File: config.mk
export PLATFORM = sky130hd
export DESIGN_NAME = priority_encoder_rr
export DESIGN_NICKNAME = d
export VERILOG_FILES = /design/src/rtl/priority_encoder_rr.sv
export SDC_FILE = /design/constraint.sdc
export NUM_CORES = 1
export LEC_CHECK = 0
export CORE_AREA = 2 2 39 41
export DETAILED_ROUTE_END_ITERATION = 10
export DIE_AREA = 0 0 41 43
export DONT_BUFFER_PORTS = 1
export GPL_TIMING_DRIVEN = 1
export PLACE_DENSITY = 0.65
export SYNTH_ARGS = -nofsm -noshare
export SYNTH_HDL_FRONTEND = slang
export SYNTH_SLANG_ARGS = --single-unit
File: constraint.sdc
create_clock -name clk -period 3.4 [get_ports clk]
set_clock_uncertainty 0.05 [all_clocks]
set_input_delay 0.34 -clock clk [delete_from_list [all_inputs] [get_ports clk]]
set_output_delay 0.34 -clock clk [all_outputs]
set_load 0.1 [all_outputs]
File: src/rtl/priority_encoder_rr.sv
`default_nettype none
// ============================================================================
//  Module      : priority_encoder_rr
//  Description : Registered 2**N-to-N priority encoder with a valid/ready
//                output handshake and multi-request flag. Fixed MSB-first
//                priority by default. Defining PRIORITY_ENCODER_RR_ROUND_ROBIN_EN
//                switches to rotating (round-robin) priority.
//  Revision    : 1.0  initial release
// ============================================================================
module priority_encoder_rr #(
  parameter int N = 3
) (
  input  logic              clk,
  input  logic              reset,
  input  logic              enable,
  input  logic [2**N-1:0]   inVal,
  input  logic              ready,
  output logic [N-1:0]      encode,
  output logic [2**N-1:0]   grant,
  output logic              valid,
  output logic              multi
);

  localparam int c_WIDTH = 2**N;
  localparam logic [c_WIDTH-1:0] c_ONE = {{(c_WIDTH-1){1'b0}}, 1'b1};

  logic               w_free;
  logic               w_load;
  logic               w_any;
  logic               w_multi;
  logic [N-1:0]       w_sel;
  logic [c_WIDTH-1:0] w_onehot;

  // The output slot can take a new result when empty or being drained now.
  assign w_free   = !valid || ready;
  assign w_load   = enable && w_free;
  assign w_any    = |inVal;
  // Clearing the lowest set bit leaves something only if two or more were set.
  assign w_multi  = |(inVal & (inVal - c_ONE));
  assign w_onehot = c_ONE << w_sel;

`ifdef PRIORITY_ENCODER_RR_ROUND_ROBIN_EN
  logic [N-1:0] r_ptr;

  // Scan upward from the pointer, wrapping; the first set request wins.
  always_comb begin
    logic         found;
    logic [N-1:0] idx;
    w_sel = '0;
    found = 1'b0;
    idx   = '0;
    for (int k = 0; k < c_WIDTH; k++) begin
      idx = r_ptr + N'(k);
      if (!found && inVal[idx]) begin
        w_sel = idx;
        found = 1'b1;
      end
    end
  end

  // Pointer moves just past the winner on each non-empty load only.
  always_ff @(posedge clk) begin
    if (reset) begin
      r_ptr <= '0;
    end else if (w_load && w_any) begin
      r_ptr <= w_sel + N'(1);
    end
  end
`else
  // Fixed priority: ascending scan so the highest set bit is the last written.
  always_comb begin
    w_sel = '0;
    for (int i = 0; i < c_WIDTH; i++) begin
      if (inVal[i]) begin
        w_sel = N'(i);
      end
    end
  end
`endif

  // Output register: capture on load, freeze while stalled, clear when drained.
  always_ff @(posedge clk) begin
    if (reset) begin
      encode <= '0;
      grant  <= '0;
      valid  <= 1'b0;
      multi  <= 1'b0;
    end else if (w_load) begin
      if (w_any) begin
        encode <= w_sel;
        grant  <= w_onehot;
        valid  <= 1'b1;
        multi  <= w_multi;
      end else begin
        encode <= '0;
        grant  <= '0;
        valid  <= 1'b0;
        multi  <= 1'b0;
      end
    end else if (valid && ready) begin
      // Accepted with enable low: nothing replaces the drained result.
      encode <= '0;
      grant  <= '0;
      valid  <= 1'b0;
      multi  <= 1'b0;
    end
  end

endmodule
`default_nettype wire

# Yosys cells after proc, flatten, opt, wreduce, memory -nomap -nowiden

Cells that the tools add are included.

Register bits: 13
Output and inout bits: 13
Word-level logic and storage cells: 32

$add $sub $neg: 1
Shifts and indexed selects: 1
Multiplexer cells: 18
Bitwise gates (word level): 1
Reductions and logical operators: 7

Operators by type and width:

| kind                | count |
|---|---|
| $mux 3              | 9 |
| $mux 8              | 3 |
| $reduce_or 8->1     | 2 |
| $and 8x8->8         | 1 |
| $shl 1x3->8 const A | 1 |
| $sub 8x1->8 const B | 1 |
| $mux 1              | 6 |
| $logic_and 1x1->1   | 2 |
| $reduce_bool 2->1   | 1 |
| $logic_not 1->1     | 1 |
| $logic_or 1x1->1    | 1 |

# Logic depth before layout (Yosys ltp)

Depth in word-level cells: 10
Mapped depth: 5
Gate-level depth less buffers: 4

# Least setup slack after synthesis

Ideal clock, no wire load.

Kind: flip-flop to flip-flop
Start point: register valid
End point: register grant[3]
Library setup time: 101 ps
Arrival: 1870 ps
Path slack: 1379 ps
Stages on the path, launching flop included: 5
Path buffers: 0
Period minus slack after synthesis: 2021 ps
Path through: dfxtp_1 -> mux2i_1 -> nor2b_1 -> nand2_1 -> o41ai_1

Cells in the longest elaborated chain, start to end: 4

RTL lines:

| item                                        | RTL line | text |
|---|---|---|
| start, declared                             | 20       | `output logic valid,` |
| start signal, assigned                      | 86       | `valid <= 1'b0;` |
| start signal, assigned                      | 92       | `valid <= 1'b1;` |
| start signal, assigned                      | 97       | `valid <= 1'b0;` |
| $logic_not 1->1                             | 35       | `assign w_free = !valid \|\| ready;` |
| $logic_or 1x1->1                            | 35       |  |
| $logic_and 1x1->1                           | 36       | `assign w_load = enable && w_free;` |
| $mux 8 or $reduce_bool 2->1 (tied branches) | n/a      |  |
| end signal, assigned                        | 91       | `grant <= w_onehot;` |
| end, declared                               | 19       | `output logic [2**N-1:0] grant,` |

Several ways; a longest one is shown, not always the timed one.
A chain may end at the register's enable or synchronous reset.

# Worst setup path after layout

Start point: register valid
End point: register grant[1]

Same word-level chain as after synthesis.

==> impl_metrics.toml <==
[power]
p_leak_nw = 0.2644
ir_drop_mv = 0.2682
p_per_area_nw_per_um2 = 472.6

[synthesis]
postSynthCellCount = 83
synth_edf_count = 0
synth_area_um2 = 711.9
async_flop_share = 0
yosys.area_share.simple = 0.2478
synth_top_family_by_area = "compound AO/OA/AOI/OAI gates"
synth_cell_type_count = 38
muxShareOfSynthArea = 0.04569
synth-xor-area-share = 0
yosysWarnings = 0
synth-compound-area-share = 0.3128
yosys.area_share.adder = 0
syn_avg_cell_area_um2 = 8.578
ys.flop_type = "dfxtp_1"
syn_nets = 95
ys_seq_area_frac = 0.3656
ys_ff_latch = 13

[routing]
routed_wl_mm = 1.553
ant_nets = 0
drc = 0
drtIter0Drc = 12
vias_per_cell = 6.426
routedWlPerCell_um = 15.38
drtPass1Iterations = 5
vias = 649

[floorplanning]
fp.coreArea_um2 = 1384
die_y_um = 43
die_area_um2 = 1763
io_pins = 25
row_count = 14
start_util = 0.5145
die_x_um = 41

[job]
maxCapViolCount = 0

[place]
post-place-ws_ps = 1729
dp.final_hpwl_mm = 1.166
gp_congestion = 0.7874
io_buffers = 0
dp_cells = 97

[setup_path]
cp.arrival_ps = 1840
criticalPathCategory = "reg -> reg"
path_cells = "buf_4, nand2b_2, nand3_1, or4b_4, o21ai_2"
worst_ep_required_time_ps = 3560
slowest_delay_ps = 570
path_buf_inv = 1
crit_slowest_cell = "or4b_4"
critical_path.startpoint_type = "flop"
cp_top_family = "simple AND/OR/NAND/NOR gates"
end_kind = "flop"
crit_path_max_fanout = 7

[final_layout]
multi_input_area_um2 = 431.7
final-instance-count-excl-fill = 101
layout-drive-gt1-share = 0.1412
final-seq-area_um2 = 260.3
syn_to_final_growth_pct = 5.800
num_antenna_cells = 0
fillers = 136
nets = 98

[timing]
finalHoldViolCount = 0
worst_pin_slew_ps = 993.5
fin_crit_sh = 0.4930
min_period_ps = 1676
finalSetupViolations = 0
final.setup.worst_slack_ps = 1724
slew_violations = 0
slew_headroom = 0.3367
tns_ps = 0
fmax_mhz = 596.5
rsz0062_at_grt = "no"

[clock_network]
path_clk_slew_ps = 80
post-cts-setup-buffer-count = 0
htreeDepth = 1
worstSkewPairLatency_ps = 270
clock-sinks = 13
cts.path.max_buffers = 2
cts_hold_buf = 0
root_buffer = "clkbuf_4"
cts_buffers = 3
cts_resized = 0
tritoncts = "done"

[global_route]
grt_pass1_vias = 563
grt_remaining_overflow = 0
grt_pass1_wl_mm = 2.421
track_usage = 0.2034
grt_start_max_net_pins = 15
antenna_found_initial = 0

[run_status]
status = "finished clean"

[worst_hold_path]
hp-class = "in -> reg"
worst paths after layout:
path	startpoint	end	slack (ps)	cells past startpoint
max reg2reg	valid$_SDFFE_PP0P_	grant[1]$_SDFFE_PP0P_	1720	5
max	valid$_SDFFE_PP0P_	grant[1]$_SDFFE_PP0P_	1720	5
min	reset	grant[6]$_SDFFE_PP0P_	70	1
min reg2reg	valid$_SDFFE_PP0P_	grant[6]$_SDFFE_PP0P_	710	3
cells in the mapped netlist (all sizes together) (2+ instances only):
cell type  instances  share of area
a21oi              8          0.056
a22oi              2          0.021
a32oi              3          0.037
clkbuf             3          0.018
dfxtp             13           0.37
inv                2          0.011
mux2               2          0.032
nand2              6          0.032
nand2b             2          0.021
nor2               8          0.042
nor2b              3          0.026
nor3               2          0.014
o21a               2          0.021
o21ai              4          0.039
o21bai             3          0.032
or2                2          0.018
or4                2          0.026
per-layer routing:
metal  track usage  up-vias  part of all wire
met3       0.05236        2             0.057
met1        0.2597      307              0.45
met4        0.1200        0            0.0058
met2        0.2938       16              0.49
met5             0        -                 0
li1              -      324                 -
sequential cells by signal (all words and copies together), names as in the netlist:
register	flops
grant	8
encode	3
multi	1
valid	1
report_power, final:
part,internal [W],switching (W)
clock,0.0000454,0.0000507
combinational,0.0000206,0.0000264
sequential,0.000160,0.0000532
layout by cell type, fill, tap and decap left out, drive strengths merged:
cell type  count
dfxtp         13
nor2           8
a21oi          8
nand2          6
clkbuf         4
o21ai          4
nor2b          3
a32oi          3
o21bai         3
inv            2
o21a           2
mux2           2
nor3           2
a22oi          2
nand2b         2
or4            2
or2            2
nand3          1
or4b           1
mux2i          1
nor3b          1
a31oi          1
a32o           1
o211ai         1
nand3b         1
a211o          1
a21o           1
o311a          1
o32ai          1
nand4b         1
and3           1
o41ai          1
a22o           1
buf            1
per-stage QoR:
| step | utilization | power [W] | hold slack [ps] | instance area, µm² |
|---|---|---|---|---|
| 2_1_floorplan | - | 0.0002588 | 438.3 | 711.9 |
| 3_3_place_gp | 0.5253 | 0.0002626 | 361.6 | 726.9 |
| 3_5_place_dp | 0.5253 | 0.0002634 | 363.9 | 726.9 |
| 4_1_cts | 0.5443 | 0.0003601 | 66.06 | 753.2 |
| 5_1_grt | 0.5443 | 0.0003717 | 51.74 | 753.2 |
| 6_report | 0.5443 | 0.0003560 | 73.39 | 753.2 |
cell families (layout without fill, tap and decap cells):
family          after synthesis  in the layout
simple gates                 31             31
flops                        13             13
mux                           3              3
compound gates               31             31
buf+inv                       5              7
final cells by class:
| cell class | count | share of cell area |
|---|---|---|
| multi-input combinational | 65 | 0.5731 |
| sequential | 13 | 0.3455 |
| clock buffer | 4 | 0.03488 |
| tap | 16 | 0.02658 |
| timing repair buffer | 1 | 0.009967 |
| inverter | 2 | 0.009967 |
(Power assumes the default switching activity.)
